`src/rtl/seg7_scan_driver_pkg.sv`:
```
// Shared constants and types for the multiplexed 4-digit 7-segment scan driver.
// Segment patterns are active-low, bit order {g,f,e,d,c,b,a}.
`timescale 1ns/1ps
package seg7_scan_driver_pkg;

    localparam int NUM_DIGITS = 4;

    localparam logic [6:0] SEG_0     = 7'h40;
    localparam logic [6:0] SEG_1     = 7'h79;
    localparam logic [6:0] SEG_2     = 7'h24;
    localparam logic [6:0] SEG_3     = 7'h30;
    localparam logic [6:0] SEG_4     = 7'h19;
    localparam logic [6:0] SEG_5     = 7'h12;
    localparam logic [6:0] SEG_6     = 7'h02;
    localparam logic [6:0] SEG_7     = 7'h78;
    localparam logic [6:0] SEG_8     = 7'h00;
    localparam logic [6:0] SEG_9     = 7'h10;
    localparam logic [6:0] SEG_DASH  = 7'h3F;
    localparam logic [6:0] SEG_BLANK = 7'h7F;

    localparam logic [3:0] AN_OFF    = 4'hF;

    typedef logic [3:0] bcd_digit_t;

    // Everything that goes to the board pins for one digit slot.
    typedef struct packed {
        logic [3:0] an;
        logic [6:0] seg;
        logic       dp;
    } display_t;

    localparam display_t DISPLAY_DARK = '{an: AN_OFF, seg: SEG_BLANK, dp: 1'b1};

    // Active-low one-hot anode select for a digit position.
    function automatic logic [3:0] anode_for(input logic [1:0] index);
        return ~(4'b0001 << index);
    endfunction

endpackage

```
`src/rtl/seg7_scan_driver_bcd_to_seg7.sv`:
```
// Combinational BCD nibble to active-low segment pattern; non-decimal nibbles show a dash.
`timescale 1ns/1ps
module bcd_to_seg7
    import seg7_scan_driver_pkg::*;
(
    input  logic [3:0] nibble,
    output logic [6:0] pattern
);

    always_comb begin
        pattern = SEG_DASH;
        case (nibble)
            4'd0:    pattern = SEG_0;
            4'd1:    pattern = SEG_1;
            4'd2:    pattern = SEG_2;
            4'd3:    pattern = SEG_3;
            4'd4:    pattern = SEG_4;
            4'd5:    pattern = SEG_5;
            4'd6:    pattern = SEG_6;
            4'd7:    pattern = SEG_7;
            4'd8:    pattern = SEG_8;
            4'd9:    pattern = SEG_9;
            default: pattern = SEG_DASH;
        endcase
    end

endmodule

```
`src/rtl/seg7_scan_driver.sv`:
```
// Scans a 4-digit multiplexed 7-segment display from a packed BCD word, with
// per-frame shadowing, leading-zero blanking, decimal points and whole-display blink.
`timescale 1ns/1ps
module seg7_scan_driver
    import seg7_scan_driver_pkg::*;
#(
    parameter int CLOCK_FREQ = 50_000_000,
    parameter int DIGIT_HZ   = 4_000,
    parameter int BLINK_HZ   = 2
)
(
    input  logic        clk,
    input  logic        reset,
    input  logic        enable,
    input  logic [15:0] bcd_in,
    input  logic        blank_lz,
    input  logic        blink,
    input  logic [3:0]  dp_mask,
    output logic [3:0]  an,
    output logic [6:0]  seg,
    output logic        dp,
    output logic        frame_done
);

    localparam int DIGIT_TICK = CLOCK_FREQ / DIGIT_HZ;
    localparam int BLINK_HALF = CLOCK_FREQ / (2 * BLINK_HZ);
    localparam int DIV_W      = (DIGIT_TICK > 1) ? $clog2(DIGIT_TICK) : 1;
    localparam int BLINK_W    = (BLINK_HALF > 1) ? $clog2(BLINK_HALF) : 1;

    localparam logic [DIV_W-1:0]   DIV_LAST   = DIV_W'(DIGIT_TICK - 1);
    localparam logic [BLINK_W-1:0] BLINK_LAST = BLINK_W'(BLINK_HALF - 1);

    logic [DIV_W-1:0]   div_reg, div_next;
    logic [1:0]         index_reg, index_next;
    logic [15:0]        shadow_reg, shadow_next;
    logic               enable_d_reg;
    logic [BLINK_W-1:0] blink_cnt_reg, blink_cnt_next;
    logic               phase_on_reg, phase_on_next;
    display_t           disp_reg, disp_next;
    logic               frame_done_reg, frame_done_next;

    logic               div_last;
    logic               wrap;
    logic               enable_rise;
    logic               show;
    logic [15:0]        frame_word;

    bcd_digit_t         digit_nib  [NUM_DIGITS];
    logic [NUM_DIGITS-1:0] digit_zero;
    logic [NUM_DIGITS-1:0] lz_run;
    logic [NUM_DIGITS-1:0] blank_flag;

    bcd_digit_t         sel_nib;
    logic               sel_blank;
    logic [6:0]         dec_pattern;

    // ------------------------------------------------------------------
    // Digit divider and scan index
    // ------------------------------------------------------------------
    assign div_last    = (div_reg == DIV_LAST);
    assign wrap        = enable && div_last && (index_reg == 2'd3);
    assign enable_rise = enable && !enable_d_reg;

    always_comb begin
        div_next   = div_reg;
        index_next = index_reg;
        if (!enable) begin
            div_next   = '0;
            index_next = '0;
        end else if (div_last) begin
            div_next   = '0;
            index_next = index_reg + 2'd1;
        end else begin
            div_next   = div_reg + DIV_W'(1);
        end
    end

    // The shadow only changes at frame boundaries (or on wake-up), so a frame never tears.
    assign shadow_next = (wrap || enable_rise) ? bcd_in : shadow_reg;

    // On the wake-up cycle digit 0 is rendered from the word being latched, not the stale shadow.
    assign frame_word = enable_rise ? bcd_in : shadow_reg;

    always_ff @(posedge clk or posedge reset) begin
        if (reset) begin
            div_reg      <= '0;
            index_reg    <= '0;
            shadow_reg   <= '0;
            enable_d_reg <= 1'b0;
        end else begin
            div_reg      <= div_next;
            index_reg    <= index_next;
            shadow_reg   <= shadow_next;
            enable_d_reg <= enable;
        end
    end

    // ------------------------------------------------------------------
    // Leading-zero blanking: a digit is blank when it and every digit to
    // its left are zero; the rightmost digit always shows.
    // ------------------------------------------------------------------
    generate
        for (genvar gi = 0; gi < NUM_DIGITS; gi++) begin : g_digit
            assign digit_nib[gi]  = frame_word[gi*4 +: 4];
            assign digit_zero[gi] = (frame_word[gi*4 +: 4] == 4'd0);

            if (gi == NUM_DIGITS - 1) begin : g_msd
                assign lz_run[gi] = digit_zero[gi];
            end else begin : g_lower
                assign lz_run[gi] = lz_run[gi+1] && digit_zero[gi];
            end

            if (gi == 0) begin : g_lsd
                assign blank_flag[gi] = 1'b0;
            end else begin : g_upper
                assign blank_flag[gi] = blank_lz && lz_run[gi];
            end
        end
    endgenerate

    assign sel_nib   = digit_nib[index_reg];
    assign sel_blank = blank_flag[index_reg];

    bcd_to_seg7 u_decode (
        .nibble  (sel_nib),
        .pattern (dec_pattern)
    );

    // ------------------------------------------------------------------
    // Blink phase: free-runs only while blink is held; dropping blink
    // returns to the on phase and un-darkens the anodes on the very next edge.
    // ------------------------------------------------------------------
    always_comb begin
        blink_cnt_next = blink_cnt_reg;
        phase_on_next  = phase_on_reg;
        if (!blink) begin
            blink_cnt_next = '0;
            phase_on_next  = 1'b1;
        end else if (blink_cnt_reg == BLINK_LAST) begin
            blink_cnt_next = '0;
            phase_on_next  = !phase_on_reg;
        end else begin
            blink_cnt_next = blink_cnt_reg + BLINK_W'(1);
        end
    end

    assign show = !blink || phase_on_reg;

    always_ff @(posedge clk or posedge reset) begin
        if (reset) begin
            blink_cnt_reg <= '0;
            phase_on_reg  <= 1'b1;
        end else begin
            blink_cnt_reg <= blink_cnt_next;
            phase_on_reg  <= phase_on_next;
        end
    end

    // ------------------------------------------------------------------
    // Registered pin drive
    // ------------------------------------------------------------------
    always_comb begin
        disp_next       = DISPLAY_DARK;
        frame_done_next = wrap;
        if (enable) begin
            disp_next.an  = show ? anode_for(index_reg) : AN_OFF;
            disp_next.seg = sel_blank ? SEG_BLANK : dec_pattern;
            disp_next.dp  = !dp_mask[index_reg];
        end
    end

    always_ff @(posedge clk or posedge reset) begin
        if (reset) begin
            disp_reg       <= DISPLAY_DARK;
            frame_done_reg <= 1'b0;
        end else begin
            disp_reg       <= disp_next;
            frame_done_reg <= frame_done_next;
        end
    end

    assign an         = disp_reg.an;
    assign seg        = disp_reg.seg;
    assign dp         = disp_reg.dp;
    assign frame_done = frame_done_reg;

endmodule

```
`config.mk`:
```
export PLATFORM = sky130hd
export DESIGN_NAME = seg7_scan_driver
export DESIGN_NICKNAME = d
export VERILOG_FILES = /design/src/rtl/seg7_scan_driver_pkg.sv /design/src/rtl/seg7_scan_driver_bcd_to_seg7.sv /design/src/rtl/seg7_scan_driver.sv
export SDC_FILE = /design/constraint.sdc
export NUM_CORES = 1
export LEC_CHECK = 0
export BUFFER_PORTS_ARGS = -buffer_cell sky130_fd_sc_hd__buf_2
export CAP_MARGIN = 20
export CORE_UTILIZATION = 45
export CTS_CLUSTER_DIAMETER = 120
export DETAILED_ROUTE_END_ITERATION = 12
export SLEW_MARGIN = 10
export SYNTH_ARGS = -nofsm -noshare
export SYNTH_HDL_FRONTEND = slang
export SYNTH_SLANG_ARGS = --single-unit
```
`constraint.sdc`:
```
create_clock -name clk -period 3.5 [get_ports clk]
set_clock_uncertainty 0.1 [all_clocks]
set_input_delay 0.7 -clock clk [delete_from_list [all_inputs] [get_ports clk]]
set_output_delay 0.7 -clock clk [all_outputs]
set_load 0.02 [all_outputs]
```
==> results.yml, run 1 <==
finish:
  areaGrowthSynthToFinish_pct: 13.6
  drive_above_1_share: 0.266
  final_util: 0.532
  largest_reg_flops: 24
  diodes: 0
  nNetsFinal: 411
timing:
  slew_viol_final: 0
  post-route-period-util: 0.779
  finalHoldViolCount: 0
  min_period_ps: 2730
  maxSlewHeadroom: 0.445
  grt_setup_unrepaired: "false"
  setup-tns-final_ps: 0
  worst_pin_slew_ps: 832
  clock.fmax_mhz: 367
  setup_viol: 0
drt:
  num_vias: 2555
  wl_mm: 7.23
  first_pass_iters: 4
  drt_iter0_markers: 87
  avgRoutedWirePerCell_um: 15.0
  ant_nets: 0
  viasPerCell: 5.30
  drc_errors: 0
die:
  io_pins: 38
  design.core.area_um2: 7770
  start_util: 0.468
  die_w_um: 91.9
  rows: 32
  design.die.area_um2: 8440
  die_height_um: 91.9
power_and_ir_drop:
  p_switching_mw: 0.484
  pwr-share-comb: 0.117
  p_int_mw: 1.38
  ir_drop_uv: 265
  pwr_density_cell_nw_per_um2: 451
  clkPwrFrac: 0.395
  leakage_nw: 1.76
  seq_power_share: 0.488
  swShare: 0.260
clock_network:
  postCtsSetupRepairBufs: 0
  ctsRootBufferMaster: "clkbuf_8"
  ctsHoldBuffers: 0
  cts_buffer_depth: 2
  htree_num_levels: 3
  cts_buffers: 9
  cts_resized: 0
  clk_latency_ps: 350
  cts_tree: "done"
  clkTransAtPathRegs_ps: 80
  numClockSinks: 71
logic_synthesis:
  syn_inst: 333
  synth_area_um2: 3640
  synth_nets: 369
  synth_top_area_frac: 0.399
  synthSimpleGateAreaFrac: 0.196
  synth_largest_area_cell: "dfrtp_1"
  avgSynthCellArea_um2: 10.9
  synth.yosys.seq_area_share: 0.493
  post_synth_mux_area_share: 0.116
  yosys-top-cells-area: "dfrtp_1, dfstp_2, mux2_2, nor2_1, xnor2_1"
  synth_warnings: 0
  synth_edf_count: 0
  synth_xor_area_frac: 0.0867
  synth_top_family_by_area: "simple AND/OR/NAND/NOR gates"
  synth-compound-area-share: 0.0406
  synthArstFlopShare: 1.00
  synthAdderAreaFrac: 0.0379
  synth_cell_type_count: 45
  synth_ff_type: "dfrtp_1"
  ys_ff_latch: 71
setup_path:
  r2r-start: "enable_d_reg$_DFF_PP0_"
  worstPathRequired_ps: 3670
  critPathKind: "flip-flop to flip-flop"
  critPathMaxFanout: 14
  start_kind: "flip-flop"
  worst-r2r-cell-count: 6
  r2r_slack_ps: 770
  crit_arrival_ps: 2900
  timing.rr.end: "seg[4]$_DFF_PP1_"
  end_kind: "flip-flop"
grt:
  grt_use_total: 0.188
  grt_max_degree: 30
  grt_pass1_vias: 2537
  antenna_found_initial: 0
  grt.overflow.total: 0
  grt_first_pass_wirelength_mm: 12.3
placement:
  gp_congestion: 0.753
  dp_hpwl_mm: 5.19
  io_buffer_count: 37
worst_hold_path:
  hold_path_class: "input port to asynchronous set/reset pin"
flow_run:
  cap_violations: 0
status:
  status: "complete, no violations"
-- routing by layer --
metal | up-vias | wire length (um) | track usage
met1 | 1238 | 3320 | 0.250
met4 | 0 | 128 | 0.0703
met5 | - | 0 | 0
li1 | 1247 | - | -
met2 | 55 | 3510 | 0.295
met3 | 15 | 262 | 0.0506
-- cell families after synthesis --
family                     count (synthesis)
xor gates and xnor gates                  36
adders and majority gates                 11
DFF                                       71
buffers and inverters                     21
muxes                                     29
and+or+nand+nor                          145
AOI/OAI and AO/OA                         20
-- layout by cell type, fill, tap and decap left out, types with 4 or more instances in the layout --
cell type and instances:
dfrtp_1 58, nor2_1 52, buf_2 37, nand2_1 23, nand3_1 21, xnor2_1 20
mux2_2 18, xor2_1 16, dfstp_2 13, ha_1 11, nor4_1 10, inv_1 10
clkbuf_8 9, nand4_1 6, nor3_1 6, mux4_2 6, and3_1 5, and3b_1 4
a2111oi_0 4
-- worst max path at each step --
stage                            from                    endpoint  slack [ps]  cells past startpoint
6_report       enable_d_reg$_DFF_PP0_            seg[4]$_DFF_PP1_         770                      6
5_1_grt        enable_d_reg$_DFF_PP0_            seg[4]$_DFF_PP1_         470                      6
4_1_cts        enable_d_reg$_DFF_PP0_            seg[4]$_DFF_PP1_         740                      6
3_5_place_dp                   enable            seg[4]$_DFF_PP1_         440                      7
3_3_place_gp                   enable            seg[4]$_DFF_PP1_         490                      7
2_1_floorplan                   reset  blink_cnt_reg[0]$_DFF_PP0_         920                      1
-- layout make-up --
class / count / area (um^2)
Clock buffer: 9 / 124
Multi-Input combinational cell: 241 / 1740
Timing Repair Buffer: 40 / 208
Fill cell: 722 / 3640
Inverter: 12 / 45.0
Sequential cell: 71 / 1790
Clock inverter: 7 / 95.1
Tap cell: 102 / 128
-- power groups by stage --
| stage | Combinational (mW) | Clock (mW) | Sequential, mW |
|---|---|---|---|
| 2_1_floorplan | 0.141 | 0 | 0.932 |
| 3_3_place_gp | 0.216 | 0 | 0.924 |
| 3_5_place_dp | 0.220 | 0 | 0.924 |
| 4_1_cts | 0.221 | 0.759 | 0.909 |
| 5_1_grt | 0.240 | 0.788 | 0.915 |
| 6_report | 0.218 | 0.735 | 0.909 |
-- Yosys cell counts (2+ instances only) --
cell type  number
a2111oi_0       4
a21oi_1         3
a31oi_1         3
a32oi_1         2
and2_1          3
and3_1          5
and3b_1         4
buf_2           4
clkbuf_1        2
dfrtp_1        58
dfstp_2        13
ha_1           11
inv_1          11
mux2_2         18
mux2i_1         2
mux4_2          6
nand2_1        23
nand2b_1        3
nand3_1        21
nand4_1         6
nor2_1         52
nor2b_1         3
nor3_1          6
nor4_1         10
o21ai_0         3
o41ai_1         2
or3_1           2
or4_1           2
xnor2_1        20
xor2_1         16
-- worst max-delay path, cell delays in order, from the launching register on --
cell and delay [ps]:
dfrtp_1 410, nand2b_1 560, a2111oi_0 210, or4_1 660, ha_1 250, mux2_2 270
a32oi_1 200
-- stage by stage --
| step | power [mW] | worst slack [ps] | hold WS (ps) | cell area, um^2 | std cells |
|---|---|---|---|---|---|
| after floorplan | 1.07 | 925 | 355 | 3640 | 333 |
| after global placement | 1.14 | 493 | 381 | 3910 | 466 |
| after detailed placement | 1.14 | 442 | 381 | 3910 | 466 |
| after CTS | 1.89 | 739 | 296 | 4130 | 482 |
| after global routing | 1.94 | 474 | 328 | 4130 | 482 |
| final | 1.86 | 775 | 291 | 4130 | 482 |
Note: power is estimated with default switching activity, not from simulation.
==> run 2, diff against run 1 <==
==> constraint.sdc (replaced) <==
create_clock -name clk -period 2.6 [get_ports clk]
set_clock_uncertainty 0.1 [all_clocks]
set_input_delay 0.52 -clock clk [delete_from_list [all_inputs] [get_ports clk]]
set_output_delay 0.52 -clock clk [all_outputs]
set_load 0.02 [all_outputs]
==> run 2 against run 1 <==
Effect of this change:
- critical endpoint is now seg[3]$_DFF_PP1_
- worst hold slack got worse by 210 ps
- largest power group unchanged
- first-iteration DRC count increased by 15%
- largest cell class unchanged
- critical path type unchanged
- sequential share of layout area decreased by 1.1 points
- core utilization increased by 1.4 points
- die area unchanged
==> results.yml, run 2 (same netlist as run 1, synthesis figures left out) <==
status:
  status: "complete, no violations"
clock_network:
  ctsRootBufferMaster: "clkbuf_8"
  cts_buffer_depth: 2
  cts_resized: 0
  numClockSinks: 71
  postCtsSetupRepairBufs: 0
  cts_tree: "done"
  htree_num_levels: 3
  cts_buffers: 9
  clkTransAtPathRegs_ps: 80
  ctsHoldBuffers: 0
  clk_latency_ps: 340
finish:
  layout_commonest_cell: "dfrtp_1"
  largest_reg_flops: 24
  areaGrowthSynthToFinish_pct: 16.5
  drive_above_1_share: 0.283
  most-common-layout-cells: "dfrtp_1, nor2_1, buf_2"
  seq_area_um2: 1790
  filler_cell_count: 722
  multi_input_area_um2: 1740
  nNetsFinal: 420
  diodes: 0
die:
  die_w_um: 91.9
  design.core.area_um2: 7770
  design.die.area_um2: 8440
  die_height_um: 91.9
  io_pins: 38
  start_util: 0.468
  rows: 32
grt:
  grt.overflow.total: 0
  grt_use_total: 0.194
  grt_first_pass_wirelength_mm: 12.7
  grt_pass1_vias: 2567
  grt_max_degree: 52
  antenna_found_initial: 0
drt:
  viasPerCell: 5.32
  avgRoutedWirePerCell_um: 15.1
  drt_iter0_markers: 100
  drc_errors: 0
  wl_mm: 7.40
  ant_nets: 0
  num_vias: 2614
  first_pass_iters: 4
setup_path:
  end_kind: "flip-flop"
  critPathKind: "flip-flop to flip-flop"
  worstPathRequired_ps: 2750
  start_kind: "flip-flop"
  critPathMaxFanout: 9
  crit_arrival_ps: 2570
timing:
  finalHoldViolCount: 0
  slew_viol_final: 0
  worst_pin_slew_ps: 658
  whs_ps: 78.5
  setup-tns-final_ps: 0
  grt_setup_unrepaired: "false"
  maxSlewHeadroom: 0.557
  post-route-period-util: 0.932
  setup_viol: 0
  min_period_ps: 2420
  clock.fmax_mhz: 413
power_and_ir_drop:
  pwr_density_cell_nw_per_um2: 595
  ir_drop_uv: 295
  leakage_nw: 1.81
  power.total_mw: 2.52
placement:
  gp_congestion: 0.799
  dp_hpwl_mm: 5.29
  io_buffer_count: 37
flow_run:
  cap_violations: 0
worst_hold_path:
  hold_path_class: "input port to asynchronous set/reset pin"
-- run 2: worst max-delay path, cell delays in order, from the launching register on --
cell	delay, ps
dfrtp_1	420
nand2b_1	260
buf_12	170
mux4_2	480
mux2_2	310
inv_1	120
ha_1	260
a32oi_1	200
-- run 2: through the flow --
stage / cell area [um^2] / std cells / utilization / worst slack, ps
global placement: 4020 / 475 / 0.517 / 91.0
global route: 4240 / 491 / 0.545 / 52.1
CTS: 4240 / 491 / 0.545 / 186
detailed placement: 4020 / 475 / 0.517 / 13.0
floorplan: 3640 / 333 / - / 205
finish: 4240 / 491 / 0.545 / 177
-- run 2: final timing paths --
check | startpoint | to | slack [ps] | cells past startpoint
max | enable_d_reg$_DFF_PP0_ | seg[3]$_DFF_PP1_ | 180 | 7
min | reset | div_reg[13]$_DFF_PP0_ | 80 | 2
max reg2reg | enable_d_reg$_DFF_PP0_ | seg[3]$_DFF_PP1_ | 180 | 7
min reg2reg | div_reg[0]$_DFF_PP0_ | div_reg[0]$_DFF_PP0_ | 380 | 1
max in group asynchronous | reset | seg[3]$_DFF_PP1_ | 1640 | 3
min in group clk | blink | phase_on_reg$_DFFE_PP1P_ | 270 | 2
-- run 2: final cells by class --
class / count / area share
tap: 102 / 0.0301
timing repair buffer: 49 / 0.0739
inverter: 12 / 0.0106
clock inverter: 7 / 0.0227
multi-input combinational: 241 / 0.410
sequential: 71 / 0.423
clock buffer: 9 / 0.0292
-- run 2: layer usage --
layer  track usage  wire length [um]  vias up
li1              -                 -     1265
met3        0.0323               250       11
met5             0                 0        -
met1         0.271              3490     1288
met2         0.303              3520       50
met4        0.0781               135        0
-- run 2: power breakdown --
| part | internal [mW] | leakage (nW) | total (mW) | switching, mW |
|---|---|---|---|---|
| Clock | 0.542 | 0.102 | 0.989 | 0.447 |
| Combinational | 0.142 | 0.807 | 0.309 | 0.167 |
| Sequential | 1.18 | 0.904 | 1.22 | 0.0425 |
